[src/rtl/noc_link_pkg.sv]
// Shared types and helpers for the credit-based NoC pipeline link.
// flit_t is the default flit layout; the link top re-declares it locally for non-default widths.
package noc_link_pkg;

    localparam int MAX_PIPELINE = 8;
    localparam int FLIT_W       = 32;
    localparam int DEST_W       = 6;

    typedef struct packed {
        logic [FLIT_W-1:0] data;
        logic [DEST_W-1:0] dest;
        logic              is_tail;
    } flit_t;

    // Increment that sticks at the all-ones value of a width-bit counter (width <= 64).
    function automatic logic [63:0] sat_inc(input logic [63:0] value, input int width);
        logic [63:0] max_val;
        max_val = (width >= 64) ? '1 : ((64'd1 << width) - 64'd1);
        return (value >= max_val) ? value : value + 64'd1;
    endfunction

endpackage

[src/rtl/noc_link_stage.sv]
// One retiming stage of the link: forward flit register plus reverse credit register.
// Only the valid bits are reset; the payload is don't-care while send is low.
module noc_link_stage
    import noc_link_pkg::*;
#(
    parameter type flit_type = flit_t
) (
    input  logic     clk,
    input  logic     rst,
    input  flit_type flit_d,
    input  logic     send_d,
    input  logic     credit_d,
    output flit_type flit_q,
    output logic     send_q,
    output logic     credit_q
);

    always_ff @(posedge clk) begin
        if (rst) begin
            send_q   <= 1'b0;
            credit_q <= 1'b0;
        end else begin
            send_q   <= send_d;
            credit_q <= credit_d;
        end
    end

    always_ff @(posedge clk) begin
        flit_q <= flit_d;
    end

endmodule

[src/rtl/noc_pipeline_link.sv]
// Router-to-router link: NUM_PIPELINE retiming stages in each direction plus an
// in-line protocol monitor (shadow credits, packet framing, statistics, sticky errors).
module noc_pipeline_link
    import noc_link_pkg::*;
#(
    parameter int FLIT_WIDTH   = 32,
    parameter int DEST_WIDTH   = 6,
    parameter int NUM_PIPELINE = 0,
    parameter int CREDIT_DEPTH = 1,
    parameter int CNT_WIDTH    = 32
) (
    input  logic                              clk,
    input  logic                              rst,
    input  logic [FLIT_WIDTH-1:0]             data_in,
    input  logic [DEST_WIDTH-1:0]             dest_in,
    input  logic                              is_tail_in,
    input  logic                              send_in,
    output logic                              credit_out,
    output logic [FLIT_WIDTH-1:0]             data_out,
    output logic [DEST_WIDTH-1:0]             dest_out,
    output logic                              is_tail_out,
    output logic                              send_out,
    input  logic                              credit_in,
    input  logic                              stat_clear,
    output logic [CNT_WIDTH-1:0]              flit_count,
    output logic [CNT_WIDTH-1:0]              packet_count,
    output logic [$clog2(CREDIT_DEPTH+1)-1:0] credit_avail,
    output logic                              in_packet,
    output logic                              err_underflow,
    output logic                              err_overflow
);

    localparam int CW = $clog2(CREDIT_DEPTH + 1);

    typedef struct packed {
        logic [FLIT_WIDTH-1:0] data;
        logic [DEST_WIDTH-1:0] dest;
        logic                  is_tail;
    } link_flit_t;

    // Index 0 is the link entry for each direction; index NUM_PIPELINE is the exit.
    link_flit_t flit_chain   [NUM_PIPELINE+1];
    logic       send_chain   [NUM_PIPELINE+1];
    logic       credit_chain [NUM_PIPELINE+1];

    assign flit_chain[0]   = '{data: data_in, dest: dest_in, is_tail: is_tail_in};
    assign send_chain[0]   = send_in;
    assign credit_chain[0] = credit_in;

    for (genvar i = 0; i < NUM_PIPELINE; i++) begin : g_stage
        noc_link_stage #(
            .flit_type (link_flit_t)
        ) u_stage (
            .clk      (clk),
            .rst      (rst),
            .flit_d   (flit_chain[i]),
            .send_d   (send_chain[i]),
            .credit_d (credit_chain[i]),
            .flit_q   (flit_chain[i+1]),
            .send_q   (send_chain[i+1]),
            .credit_q (credit_chain[i+1])
        );
    end

    assign data_out    = flit_chain[NUM_PIPELINE].data;
    assign dest_out    = flit_chain[NUM_PIPELINE].dest;
    assign is_tail_out = flit_chain[NUM_PIPELINE].is_tail;
    assign send_out    = send_chain[NUM_PIPELINE];
    assign credit_out  = credit_chain[NUM_PIPELINE];

    // Shadow of the upstream credit counter; a simultaneous send and credit return cancel out.
    always_ff @(posedge clk) begin
        if (rst) begin
            credit_avail  <= CW'(CREDIT_DEPTH);
            err_underflow <= 1'b0;
            err_overflow  <= 1'b0;
            in_packet     <= 1'b0;
        end else begin
            if (send_in && !credit_out) begin
                if (credit_avail == '0) begin
                    err_underflow <= 1'b1;
                end else begin
                    credit_avail <= credit_avail - CW'(1);
                end
            end else if (credit_out && !send_in) begin
                if (credit_avail == CW'(CREDIT_DEPTH)) begin
                    err_overflow <= 1'b1;
                end else begin
                    credit_avail <= credit_avail + CW'(1);
                end
            end
            if (send_in) begin
                in_packet <= ~is_tail_in;
            end
        end
    end

    // Delivery statistics on the downstream side; a clear request beats a same-cycle increment.
    always_ff @(posedge clk) begin
        if (rst || stat_clear) begin
            flit_count   <= '0;
            packet_count <= '0;
        end else begin
            if (send_out) begin
                flit_count <= CNT_WIDTH'(sat_inc(64'(flit_count), CNT_WIDTH));
            end
            if (send_out && is_tail_out) begin
                packet_count <= CNT_WIDTH'(sat_inc(64'(packet_count), CNT_WIDTH));
            end
        end
    end

endmodule

[config.mk]
export PLATFORM = sky130hd
export DESIGN_NAME = noc_pipeline_link
export DESIGN_NICKNAME = d
export VERILOG_FILES = /design/src/rtl/noc_link_pkg.sv /design/src/rtl/noc_link_stage.sv /design/src/rtl/noc_pipeline_link.sv
export SDC_FILE = /design/constraint.sdc
export NUM_CORES = 1
export LEC_CHECK = 0
export BUFFER_PORTS_ARGS = -buffer_cell sky130_fd_sc_hd__buf_2
export CAP_MARGIN = 20
export CORE_ASPECT_RATIO = 1.4
export CORE_UTILIZATION = 45
export DETAILED_ROUTE_END_ITERATION = 6
export GPL_ROUTABILITY_DRIVEN = 0
export GPL_TIMING_DRIVEN = 0
export PLACE_DENSITY = 0.75
export SYNTH_ARGS = -nofsm -noshare
export SYNTH_HDL_FRONTEND = slang
export SYNTH_HIERARCHICAL = 1
export SYNTH_SLANG_ARGS = --single-unit
[constraint.sdc]
create_clock -name clk -period 2.6 [get_ports clk]
set_input_delay 0 -clock clk [delete_from_list [all_inputs] [get_ports clk]]
set_output_delay 0 -clock clk [all_outputs]
set_load 0.05 [all_outputs]
==> flow_summary.yaml <==
grt:
  antenna_found_initial: 0
  track_usage_pct: 22.25
  grt_pass1_wl_mm: 15.26
  first_global_vias: 3352
  grt_max_degree: 12
  grt-ovfl-total: 0
place:
  portBuffers: 114
  dp_slack_ns: 0.3686
  dpl_cell_area_um2: 4452
  dp_hpwl_mm: 7.228
logic_synthesis:
  synth_edf_count: 0
  synth_area_per_cell_um2: 8.473
  yosysTopAreaCellShare_pct: 36.27
  synth_nets: 491
  ys_types: 48
  async_flop_share_pct: 0
  yosys.area.top_type: "dfxtp_1"
  synthTopCellsByArea: "dfxtp_1, buf_4, xnor2_1"
  ys_ff_latch: 68
  synth_flop_cell: "dfxtp_1"
  synth_warnings: 6
  syn_inst: 443
  synth.cell_area_um2: 3754
  ys_seq_area_share_pct: 36.27
cells_and_area:
  layout_common_cells: "buf_2, dfxtp_1, nor2_1"
  final_common_cell: "buf_2"
  finalInstanceArea_um2: 4823
  fin_nets: 618
  drive_gt1_share_pct: 34.96
  syn_to_final_growth_pct: 28.50
  seq_area_um2: 1361
  fillers: 735
  diodes: 0
  multi_input_area_um2: 1947
clock_network:
  cts.repair.resized: 0
  cts_tree: "yes"
  cts_root_buf: "clkbuf_16"
  numCtsBuffers: 9
  ctsLongestPathBuffers: 2
  clk_latency_ns: 0.33
  numClockSinks: 68
  clk_pin_slew_ns: 0.06
  htree_levels: 3
detailed_routing:
  m1WireLength_mm: 3.758
  viasPerCell: 5.524
  route.detailed.drc: 0
  ant_nets: 0
  wl_met3_um: 669
  wl_met2_mm: 5.110
  first_pass_iters: 4
  wl_per_cell_um: 14.34
  drt_iter0_markers: 164
  wl_mm: 9.710
  num_vias: 3740
  topRoutingLayerUsed: "met4"
power_and_ir_drop:
  p_leak_nw: 1.973
  power_mw: 2.766
  vdd_drop_max_mv: 0.4217
  power_density_nw_per_um2: 573.5
floorplanning:
  die_area_um2: 8716
  initial_core_util_pct: 46.34
  core_um2: 8100
  die_w_um: 79.19
  placementRows: 39
  die_h_um: 110.1
  io_pins: 153
sta:
  hold_viol: 0
  worst_pin_slew_ns: 0.6961
  fin_tns_setup_ns: 0
  slew_headroom_pct: 53.28
  maxSlewViolCount: 0
  rsz0062_at_grt: "no"
  setup_ws_ns: 0.2083
  setup_violations: 0
  min_period_ns: 2.392
  finalCritPeriodShare_pct: 91.99
  fmax_mhz: 418.1
  fin_skew_ns: 0.004868
  hold_ws_ns: 0.05868
worst_setup_path:
  end_kind: "flop"
  cp_cell_sequence: "ha_1 > and2_1 > buf_2 > nand2_1 > clkbuf_1 > a2111oi_0 > xnor2_1 > nor2_1"
  crit_required_ns: 2.81
  crit_fanout: 10
  critPathKind: "flop to flop"
  cpPeakStageDelay_ns: 0.65
  critPathTopFamily: "compound AO/OA/AOI/OAI gates"
  critPathBufInv: 2
  start_kind: "flop"
  critPathArrivalTime_ns: 2.60
  cpMaxStageDelayCell: "a2111oi_0"
flow_run:
  drv_cap: 0
worst_hold_path:
  hold_path_class: "input port to flop"
run_status:
  outcome: "finished, final reports clean"
## routing by layer
metal | vias to the layer above | GRT usage (%)
met5 | - | 0
met4 | 0 | 9.221
met3 | 17 | 4.609
met2 | 155 | 41.69
met1 | 1750 | 24.02
li1 | 1818 | -
## cells in the mapped netlist (all sizes together), types with 2 or more instances
cell / count
xnor2: 28
buf: 54
a2111oi: 9
o211ai: 2
a31o: 5
ha: 4
o31ai: 4
inv: 10
nand4: 22
clkbuf: 8
nand3: 18
or2: 2
and4: 10
a211oi: 6
mux2i: 3
xor2: 6
a21oi: 22
and2: 4
or4: 6
nand2: 28
dfxtp: 68
a31oi: 5
nor4: 12
nor2: 49
o21ai: 19
or3: 17
and3: 5
nor3: 9
## worst paths after layout
path	to	cells after the start	from	slack, ns
hold / removal	credit_avail	4	credit_in	0.06
setup / recovery	packet_count[14]	8	packet_count[0]	0.21
setup reg to reg	packet_count[14]	8	packet_count[0]	0.21
hold reg to reg	err_underflow	2	err_underflow	0.46
## worst min-delay path, delay by kind of cell
family	cells	cell delay, ns
fa+ha+maj	1	0.13
mux	1	0.07
buf+inv	1	0.10
simple gates	1	0.06
## cells by family (layout without fill, tap and decap cells)
group | count (synthesis) | count (layout) | share of synthesized area, %
flip-flops | 68 | 68 | 36.27
AO/OA/AOI/OAI | 78 | 78 | 14.37
buffers and inverters | 72 | 204 | 11.87
AND/OR/NAND/NOR | 184 | 184 | 27.43
adder cells (fa/ha/maj) | 4 | 4 | 1.333
multiplexers | 3 | 3 | 0.8000
XOR/XNOR | 34 | 34 | 7.933
## registers in the layout, summed over array words and instances, names as in the netlist
name and count:
err_overflow 1, flit_count 32, err_underflow 1, packet_count 32
credit_avail 1, in_packet 1
## final cells by class
class | instances | share of cell area (%)
Inverter | 10 | 0.7782
Buffer | 62 | 8.457
Clock inverter | 4 | 1.971
Tap cell | 102 | 2.646
Timing Repair Buffer | 116 | 12.24
Clock buffer | 12 | 5.318
Sequential cell | 68 | 28.22
Multi-Input combinational cell | 303 | 40.36
## through the flow
stage | std cells | util [%]
after floorplan | 443 | -
after global routing | 677 | 59.55
after detailed placement | 659 | 54.96
final | 677 | 59.55
after global placement | 659 | 54.96
after CTS | 677 | 59.55
## repair_timing
| item | 4_1_cts | 5_1_grt |
|---|---|---|
| setup buffers | 0 | 0 |
| hold endpoints to repair | 5 | 0 |
| hold buffers | 2 | 0 |
## power breakdown
part | switching, mW | total, mW | internal, mW | leakage [nW]
combinational | 0.194 | 0.276 | 0.0817 | 1.25
clock | 0.451 | 1.44 | 0.988 | 0.173
sequential | 0.00460 | 1.05 | 1.05 | 0.548
No activity file was read; power rests on OpenSTA's default activity.
